$ cat src/rtl/mlops_pkg.sv
// rtl/mlops_pkg.sv - shared mlops types: shift FSM states and saturation bounds helper
package mlops_pkg;

  typedef enum logic {
    WAITING    = 1'b0,
    PROCESSING = 1'b1
  } shiftproc_state;

  typedef struct packed {
    logic signed [31:0] min_v;
    logic signed [31:0] max_v;
  } sat_bounds_t;

  // Two's-complement range of a signed value of the given width.
  function automatic sat_bounds_t sat_bounds(input int width);
    sat_bounds_t b;
    b.max_v = (32'sd1 <<< (width - 1)) - 32'sd1;
    b.min_v = -(32'sd1 <<< (width - 1));
    return b;
  endfunction

endpackage

$ cat src/rtl/v_shift_sat_if.sv
// rtl/v_shift_sat_if.sv - chunk stream interface of the vector requantizer
interface v_shift_sat_if #(
  parameter int WorkingRegs = 4,
  parameter int InBits      = 16,
  parameter int OutBits     = 8,
  parameter int MaxShift    = 15
);
  localparam int ShiftW = $clog2(MaxShift + 1);

  logic                                      in_data_ready;
  logic signed [WorkingRegs-1:0][InBits-1:0] in_data;
  logic [ShiftW-1:0]                         shift_amt;
  logic                                      out_ready;
  logic                                      req_chunk_in;
  logic signed [WorkingRegs-1:0][OutBits-1:0] write_out_data;
  logic                                      req_chunk_out;
  logic                                      out_vector_valid;
  logic                                      sat_flag;

  modport master (
    output in_data_ready, in_data, shift_amt, out_ready,
    input  req_chunk_in, write_out_data, req_chunk_out, out_vector_valid, sat_flag
  );

  modport slave (
    input  in_data_ready, in_data, shift_amt, out_ready,
    output req_chunk_in, write_out_data, req_chunk_out, out_vector_valid, sat_flag
  );
endinterface

$ cat src/rtl/v_shift_sat_lane.sv
// rtl/v_shift_sat_lane.sv - one lane: optional round (V_SHIFT_SAT_ROUND_EN), arithmetic shift, clamp, sat bit
module v_shift_sat_lane
  import mlops_pkg::*;
#(
  parameter int InBits  = 16,
  parameter int OutBits = 8,
  parameter int ShiftW  = 4
) (
  input  logic signed [InBits-1:0]  in_i,
  input  logic [ShiftW-1:0]         shift_i,
  output logic signed [InBits:0]    shifted_o,
  input  logic signed [InBits:0]    shifted_i,
  output logic signed [OutBits-1:0] out_o,
  output logic                      sat_o
);

  logic signed [InBits:0] x;
  sat_bounds_t            b;
  logic signed [31:0]     v;

  // First half (feeds S1): widen by one bit so the rounding bias cannot overflow, then shift.
  always_comb begin
    x = {in_i[InBits-1], in_i};
`ifdef V_SHIFT_SAT_ROUND_EN
    if (shift_i != '0) begin
      x = x + ((InBits + 1)'(1) << (shift_i - ShiftW'(1)));
    end
`endif
    shifted_o = x >>> shift_i;
  end

  // Second half (feeds S2): clamp the registered shifted value into the output range.
  always_comb begin
    b = sat_bounds(OutBits);
    v = 32'(shifted_i);
    if (v > b.max_v) begin
      out_o = OutBits'(b.max_v);
      sat_o = 1'b1;
    end else if (v < b.min_v) begin
      out_o = OutBits'(b.min_v);
      sat_o = 1'b1;
    end else begin
      out_o = OutBits'(v);
      sat_o = 1'b0;
    end
  end

endmodule

$ cat src/rtl/v_shift_sat.sv
// rtl/v_shift_sat.sv - chunked vector requantizer top; rounding selected by V_SHIFT_SAT_ROUND_EN in the lane
module v_shift_sat
  import mlops_pkg::*;
#(
  parameter int InVecLength = 10,
  parameter int WorkingRegs = 4,
  parameter int InBits      = 16,
  parameter int OutBits     = 8,
  parameter int MaxShift    = 15
) (
  input  logic clk_in,
  input  logic rst_in,
  v_shift_sat_if.slave bus
);

  localparam int NumChunks = (InVecLength + WorkingRegs - 1) / WorkingRegs;
  localparam int LastLanes = InVecLength - (NumChunks - 1) * WorkingRegs;
  localparam int ChunkW    = (NumChunks > 1) ? $clog2(NumChunks) : 1;
  localparam int ShiftW    = $clog2(MaxShift + 1);
  localparam int ValW      = InBits + 1;

  shiftproc_state state_q, state_d;
  logic [ChunkW-1:0] chunk_idx_q, chunk_idx_d;
  logic [ShiftW-1:0] shift_q, shift_d, shift_clamped, shift_eff;

  logic advance, accept, is_last_chunk, is_first_chunk;
  logic [WorkingRegs-1:0] lane_mask;

  logic [WorkingRegs-1:0][ValW-1:0]    shifted_w;
  logic [WorkingRegs-1:0][OutBits-1:0] sat_w;
  logic [WorkingRegs-1:0]              satbit_w;
  logic [WorkingRegs-1:0][OutBits-1:0] out_masked;

  logic                              s1_valid_q, s1_first_q, s1_last_q;
  logic [WorkingRegs-1:0]            s1_mask_q;
  logic [WorkingRegs-1:0][ValW-1:0]  s1_val_q;

  logic                                s2_valid_q, s2_last_q, acc_q;
  logic [WorkingRegs-1:0][OutBits-1:0] out_q;

  // The whole pipeline moves as one; a full S2 blocked downstream stalls everything.
  assign advance        = bus.out_ready || !s2_valid_q;
  assign accept         = bus.in_data_ready && advance;
  assign is_last_chunk  = (chunk_idx_q == ChunkW'(NumChunks - 1));
  assign is_first_chunk = (state_q == WAITING);
  assign shift_eff      = is_first_chunk ? shift_clamped : shift_q;

  // Out-of-range shift requests saturate at the largest legal shift.
  always_comb begin
    shift_clamped = bus.shift_amt;
    if (int'(bus.shift_amt) > MaxShift) begin
      shift_clamped = ShiftW'(MaxShift);
    end
  end

  for (genvar g = 0; g < WorkingRegs; g++) begin : g_lane
    v_shift_sat_lane #(
      .InBits (InBits),
      .OutBits(OutBits),
      .ShiftW (ShiftW)
    ) u_lane (
      .in_i     (bus.in_data[g]),
      .shift_i  (shift_eff),
      .shifted_o(shifted_w[g]),
      .shifted_i(s1_val_q[g]),
      .out_o    (sat_w[g]),
      .sat_o    (satbit_w[g])
    );
    assign lane_mask[g] = !is_last_chunk || (g < LastLanes);
  end

  // FSM and chunk counter state register.
  always_ff @(posedge clk_in or negedge rst_in) begin
    if (!rst_in) begin
      state_q     <= WAITING;
      chunk_idx_q <= '0;
      shift_q     <= '0;
    end else begin
      state_q     <= state_d;
      chunk_idx_q <= chunk_idx_d;
      shift_q     <= shift_d;
    end
  end

  // Next state: shift is captured only on the first chunk of each vector.
  always_comb begin
    state_d     = state_q;
    chunk_idx_d = chunk_idx_q;
    shift_d     = shift_q;
    if (accept) begin
      chunk_idx_d = is_last_chunk ? '0 : chunk_idx_q + ChunkW'(1);
      case (state_q)
        WAITING: begin
          shift_d = shift_clamped;
          state_d = (NumChunks > 1) ? PROCESSING : WAITING;
        end
        PROCESSING: begin
          if (is_last_chunk) state_d = WAITING;
        end
        default: state_d = WAITING;
      endcase
    end
  end

  // S1: shifted values plus lane mask and first/last tags of the chunk.
  always_ff @(posedge clk_in or negedge rst_in) begin
    if (!rst_in) begin
      s1_valid_q <= 1'b0;
      s1_first_q <= 1'b0;
      s1_last_q  <= 1'b0;
      s1_mask_q  <= '0;
      s1_val_q   <= '0;
    end else if (advance) begin
      s1_valid_q <= accept;
      if (accept) begin
        s1_val_q   <= shifted_w;
        s1_mask_q  <= lane_mask;
        s1_first_q <= is_first_chunk;
        s1_last_q  <= is_last_chunk;
      end
    end
  end

  // Padding lanes of the partial last chunk read as zero.
  always_comb begin
    out_masked = '0;
    for (int i = 0; i < WorkingRegs; i++) begin
      if (s1_mask_q[i]) out_masked[i] = sat_w[i];
    end
  end

  // S2: saturated output and per-vector sat accumulator, restarted by the first chunk.
  always_ff @(posedge clk_in or negedge rst_in) begin
    if (!rst_in) begin
      s2_valid_q <= 1'b0;
      s2_last_q  <= 1'b0;
      acc_q      <= 1'b0;
      out_q      <= '0;
    end else if (advance) begin
      s2_valid_q <= s1_valid_q;
      if (s1_valid_q) begin
        out_q     <= out_masked;
        s2_last_q <= s1_last_q;
        acc_q     <= (s1_first_q ? 1'b0 : acc_q) | (|(satbit_w & s1_mask_q));
      end
    end
  end

  assign bus.req_chunk_in     = advance && rst_in;
  assign bus.req_chunk_out    = s2_valid_q && bus.out_ready;
  assign bus.out_vector_valid = bus.req_chunk_out && s2_last_q;
  assign bus.sat_flag         = bus.out_vector_valid && acc_q;
  assign bus.write_out_data   = out_q;

endmodule

$ cat src/flat_wrapper.sv
// flat-port wrapper written by rule: the top's interface ports become plain ports
module v_shift_sat_flat import mlops_pkg::*;
#(
  parameter int InVecLength = 10,
  parameter int WorkingRegs = 4,
  parameter int InBits      = 16,
  parameter int OutBits     = 8,
  parameter int MaxShift    = 15
)
  (clk_in, rst_in, bus_in_data_ready, bus_in_data, bus_shift_amt, bus_out_ready, bus_req_chunk_in, bus_write_out_data, bus_req_chunk_out, bus_out_vector_valid, bus_sat_flag);
  v_shift_sat_if #(.WorkingRegs(WorkingRegs), .InBits(InBits), .OutBits(OutBits), .MaxShift(MaxShift)) bus_i ();
  input  logic clk_in;
  input  logic rst_in;
  input wire logic [$bits(bus_i.in_data_ready)-1:0] bus_in_data_ready;
  input wire logic [$bits(bus_i.in_data)-1:0] bus_in_data;
  input wire logic [$bits(bus_i.shift_amt)-1:0] bus_shift_amt;
  input wire logic [$bits(bus_i.out_ready)-1:0] bus_out_ready;
  output wire logic [$bits(bus_i.req_chunk_in)-1:0] bus_req_chunk_in;
  output wire logic [$bits(bus_i.write_out_data)-1:0] bus_write_out_data;
  output wire logic [$bits(bus_i.req_chunk_out)-1:0] bus_req_chunk_out;
  output wire logic [$bits(bus_i.out_vector_valid)-1:0] bus_out_vector_valid;
  output wire logic [$bits(bus_i.sat_flag)-1:0] bus_sat_flag;
  assign bus_i.in_data_ready = bus_in_data_ready;
  assign bus_i.in_data = bus_in_data;
  assign bus_i.shift_amt = bus_shift_amt;
  assign bus_i.out_ready = bus_out_ready;
  assign bus_req_chunk_in = bus_i.req_chunk_in;
  assign bus_write_out_data = bus_i.write_out_data;
  assign bus_req_chunk_out = bus_i.req_chunk_out;
  assign bus_out_vector_valid = bus_i.out_vector_valid;
  assign bus_sat_flag = bus_i.sat_flag;
  v_shift_sat #(.InVecLength(InVecLength), .WorkingRegs(WorkingRegs), .InBits(InBits), .OutBits(OutBits), .MaxShift(MaxShift)) u_core (.clk_in(clk_in), .rst_in(rst_in), .bus(bus_i));
endmodule
$ cat config.mk
export PLATFORM = sky130hd
export DESIGN_NAME = v_shift_sat_flat
export DESIGN_NICKNAME = d
export VERILOG_FILES = /design/src/rtl/mlops_pkg.sv /design/src/rtl/v_shift_sat_if.sv /design/src/rtl/v_shift_sat_lane.sv /design/src/rtl/v_shift_sat.sv /design/src/flat_wrapper.sv
export SDC_FILE = /design/constraint.sdc
export NUM_CORES = 1
export LEC_CHECK = 0
export BUFFER_PORTS_ARGS = -buffer_cell sky130_fd_sc_hd__buf_2
export CAP_MARGIN = 15
export CORE_MARGIN = 2
export CORE_UTILIZATION = 40
export DETAILED_ROUTE_END_ITERATION = 8
export GPL_TIMING_DRIVEN = 0
export SYNTH_ARGS = -nofsm -noshare
export SYNTH_HDL_FRONTEND = slang
export SYNTH_SLANG_ARGS = --single-unit
$ cat constraint.sdc
create_clock -name clk_in -period 5.22 [get_ports clk_in]
set_clock_uncertainty 0.15 [all_clocks]
set_input_delay 0.522 -clock clk_in [delete_from_list [all_inputs] [get_ports clk_in]]
set_output_delay 0.522 -clock clk_in [all_outputs]
set_load 0.02 [all_outputs]
Yosys cells after proc, flatten, opt, wreduce, memory -nomap -nowiden --
Index checks and enable logic that the tools add are counted.
Cells by class: add/subtract/negate cells 1, magnitude comparators 8, equality and inequality tests 1, shift operators 4, multiplexer cells 25, bitwise gates (word level) 3, reductions and logical operators 11
Operators with widths (number):
- 8-bit two-way mux | 12
- 17-bit by 8-bit > comparator with 1-bit output (second input constant) | 4
- 17-bit by 8-bit < comparator with 1-bit output (second input constant) | 4
- 16-bit by 4-bit >>> shifter with 17-bit output | 4
- 1-bit two-way mux | 10
- 1-bit logical AND | 5
- 4-bit bitwise AND | 1
- 4-bit two-way mux | 1
- 2-bit AND reduction | 2
- 4-bit OR reduction | 1
- 2-bit by 1-bit adder with 2-bit output (second input constant) | 1
- 2-bit == test (second input constant) | 1
- 1-bit zero test | 2
- 2-bit two-way mux | 1
- 1-bit one-hot mux with 2 select lines | 1
- 1-bit logical OR | 1
- 1-bit NOT | 1
- 1-bit OR | 1
Storage, ports and cells: register bits after elaboration 116, input bits 72, output and inout port bits 36, logic and storage cells 71

Depth between registers and ports, before layout --
word-level depth 6, gate-level depth with buffers 9

Hierarchy --
A second synthesis with hierarchy kept.
Unflattened totals: cell total of the unflattened synthesis 870, area total of the unflattened synthesis 9054.9 µm²
Modules (own cells, without submodules):
- v_shift_sat | instances 1, cells each 310, area an instance 4870.9 µm², sequential area each 2877.8 µm²
- v_shift_sat_lane | instances 4, cells each 140, area an instance 1046.0 µm², sequential area each 0.0 µm²

Worst setup path after synthesis --
OpenSTA, ideal clock, no wires.
kind input-to-reg, start point input port bus_shift_amt[0], end point register u_core.s1_val_q[4] (netlist bit), arrival 1.908 ns, slack 3.036 ns, stages on the path 7, cell sequence mux2_4 buf_6 buf_6 buf_6 a21oi_1 o221ai_1 a221o_1
Between the ends: longest elaborated chain between the ends 2
Ends and longest elaborated chain:
- start: declaration | line flat_wrapper.sv:16 | input wire logic [$bits(bus_i.shift_amt)-1:0] bus_shift_amt;
- 4-bit two-way mux | line v_shift_sat.sv:46 | assign shift_eff = is_first_chunk ? shift_clamped : shift_q;
- 16-bit by 4-bit >>> shifter with 17-bit output | line v_shift_sat_lane.sv:29 | shifted_o = x >>> shift_i;
- end signal: assignment | line v_shift_sat.sv:116 | s1_val_q <= shifted_w;
- end: declaration | line v_shift_sat.sv:36 | logic [WorkingRegs-1:0][ValW-1:0] s1_val_q;
Every way passes these cells. A chain may end at the register's enable or synchronous reset.

Worst setup path after layout --
start point register u_core.state_q, end point register u_core.s1_val_q[18] (netlist bit)
Between the ends: longest elaborated chain between the ends 2
Ends and longest elaborated chain:
- start: declaration | line v_shift_sat.sv:22 | shiftproc_state state_q, state_d;
- start signal: assignment | line v_shift_sat.sv:79 | state_q <= state_d;
- 4-bit two-way mux | line v_shift_sat.sv:46
- 16-bit by 4-bit >>> shifter with 17-bit output | line v_shift_sat_lane.sv:29
Every way passes these cells.

==> results.md <==
- Period utilization: 57.4%
- Core area: 17300 sq um
- Num CTS Buffers: 9
- Combinational fraction of design power: 57.4%
- Nature of the critical path endpoint: flop
- Netlist Area Pre-Place: 7060 sq um
- R2R Path Start: u_core.state_q
- Placed cell area: 7910 sq um
- Number of fill cells: 1717
- Vias per inst: approximately 6.1
- Post-synth EDFFs: 0
- Final setup viols: 0
- Lkg Pwr: 3.66 nW
- RSZ-0062 raised after global routing: false
- Seq/Total Area, Yosys: roughly two fifths
- TritonCTS clock tree: yes
- Post-synth cell types: 45
- P_sw: about 0.0024 W
- Fin. Hold Viols: 0
- Vias in the first global route: around 6200
- IO buf count: ~110
- Mapped Cells: 743
- Multi-input logic area: roughly 4000 sq um
- Global-route wire length before repair: about 39 mm
- Area Growth Syn to Fin: 16.5%
- Crit path from: u_core.state_q
- Cells on worst reg2reg path: 6
- Top post-synthesis cells by area: dfrtp_1 39%, mux4_2 13%, nand2_1 8.4%, mux2i_1 7.9%, o21ai_0 5.6%
- Syn. warnings: 0
- Antenna-violating nets left: 0
- Max-slew violations: 0
- Routability Congestion: 0.946
- DR iter-0 viols: ~660
- VDD IR max: approximately 0.49 mV
- Synth cell count leaders: 158 x nand2_1, 111 x dfrtp_1, 79 x o21ai_0, 65 x nor2_1, 56 x mux2i_1
- Clk sinks: around 110
- Post-route setup TNS: 0 ns
- HP Class: reg2reg
- Crit path max fanout: 10
- DIE AREA: 18700 sq um
- CTS root buffer: clkbuf_16
- Routed WL: 25.5 mm
- Top-count cell post-synth: nand2_1
- Main synth FF type: dfrtp_1
- Net Sw Frac: a little under half
- Worst-margin pin slew: 0.825 ns
- DR WL/cell: 23.3 microns
- Skew-Pair Late Insertion Delay: 0.37 ns
- Fin crit period: 2.99 ns
- Total GRT Usage: 28.2%
- Global route overflow: 0
- # DRC: 0
- Fmax: 334 MHz
- Req. time, crit path: between 5 and 6 ns
- Clk pin slew, worst setup/hold paths: 0.08 ns
- Async S/R FF share, synth: 100%
- ANT cells: 0
- Setup Crit Path Kind: reg2reg
- Post-Syn Nets: 815
- Number of I/O pins: between 100 and 150
- FF+latch area: 2780 sq um
- CP arrival: 3.14 ns
- Rel. slew slack: between 40% and 50%
- Postcts setup bufs: 0
- Vias: around 6600
- Top cell type's share of synthesized area: 39.3%
- Synth area leader: dfrtp_1
- Nets: 935
- H-tree Lvls: 3
- Synth Area per Inst: 9.51 sq um
- DR pass1 iterations: 5
- Flop pwr share: 28.4%
- Site Rows: between 40 and 50
- Setup crit end: u_core.s1_val_q[18]
- Synth Register Bits: 111
- Final core utilization: a little under half
- Initial Utilization: 40.8%
- Critical Path Source Type: flop
- Fraction of layout cells with a size suffix above 1: 23.0%
- Clk buf depth: 2
- Worst R2R Setup Slack: 2.23 ns
- Final Cell Area: 8230 sq um
- Die Wd: between 100 and 150 microns
- Max cap viols: 0
- R2R Path End: u_core.s1_val_q[18]
- Run status: complete, no violations
- Initial antenna violation count: 1
- Power Density: 621 nW/um^2
- Placed wire-length estimate: 19.6 mm
- Total power: 0.00511 W
- Largest net degree at the start of global routing: 98
- Internal power: 0.00275 W
- Vert. Die Dim: 137 microns
- Clock power share: between 10% and 20%
sequential cells by signal, indices dropped and copies added, names as in the netlist, 2 cells and up:
name	cells
u_core.chunk_idx_q	2
u_core.shift_q	4
u_core.s1_val_q	64
u_core.bus.write_out_data	32
u_core.s1_mask_q	2
routing by layer:
layer | share of wire [%] | track usage, % | up-vias | routed length (microns)
met2 | 44 | 42.2 | 325 | 11300
met1 | 45 | 41.4 | 3239 | 11400
li1 | - | - | 3006 | -
met5 | 0 | 0 | - | 0
met3 | 8.5 | 5.67 | 41 | 2160
met4 | 2.2 | 8.13 | 0 | 559
timing repair:
item | in CTS | in global routing
gates resized for setup | 0 | 0
endpoints found under the hold margin | 15 | 0
hold buffers | 1 | 0
worst min path at each step:
stage | slack [ns] | startpoint | end | depth (start not counted)
after floorplan | 0.08 | rst_in | u_core.acc_q | 0
after global placement | 0.30 | u_core.bus.write_out_data[31] | u_core.bus.write_out_data[31] | 2
after detailed placement | 0.22 | rst_in | u_core.s1_val_q[54] | 1
after CTS | 0.32 | u_core.bus.write_out_data[31] | u_core.bus.write_out_data[31] | 2
after global routing | 0.34 | u_core.bus.write_out_data[15] | u_core.bus.write_out_data[15] | 2
final | 0.31 | u_core.bus.write_out_data[15] | u_core.bus.write_out_data[15] | 2
power groups by stage:
stage	registers [W]	logic [W]	clock network (W)
floorplan	0.00153	0.00190	0
global placement	0.00146	0.00287	0
detailed placement	0.00146	0.00288	0
CTS	0.00145	0.00289	0.000732
global route	0.00150	0.00315	0.000769
finish	0.00145	0.00293	0.000725
logic make-up (layout without fill, tap and decap cells):
| kind of cell | after synthesis | in the layout | share of synthesized area [%] |
|---|---|---|---|
| buffers and inverters | 55 | 179 | 4.34 |
| and+or+nand+nor | 294 | 294 | 17.7 |
| muxes | 107 | 107 | 23.2 |
| DFF | 111 | 111 | 39.3 |
| AOI/OAI and AO/OA | 176 | 176 | 15.4 |
layout make-up:
cell class | count | area share [%]
buffer | 51 | 3.54
clock buffer | 10 | 2.90
clock inverter | 5 | 0.791
inverter | 4 | 0.182
multi-input combinational | 577 | 48.4
sequential | 111 | 33.8
tap | 225 | 3.42
timing repair buffer | 109 | 7.04
cells in the final DEF (no fill, tap or decap), types with 13 or more instances in the layout:
master / n
a21oi_1: 22
a22oi_1: 13
buf_2: 113
clkbuf_1: 27
dfrtp_1: 111
mux2i_1: 56
mux4_2: 41
nand2_1: 158
nand3_1: 21
nor2_1: 65
o21ai_0: 79
worst max-delay path: stages (launching register included):
cell	delay, ns
dfrtp_1	0.39
buf_6	0.20
mux2i_2	0.64
nand2_1	0.32
nor2_1	0.71
a22oi_1	0.34
nand3_1	0.16
metrics by stage:
stage / setup WS [ns] / instances / hold WS [ns]
after detailed placement: 2.35 / 1076 / 0.218
after global placement: 1.58 / 1075 / 0.299
after global routing: 2.11 / 1092 / 0.340
final: 2.23 / 1092 / 0.311
after CTS: 2.32 / 1092 / 0.316
after floorplan: 3.04 / 743 / 0.0764
Note: power is estimated with default switching activity, not from simulation.
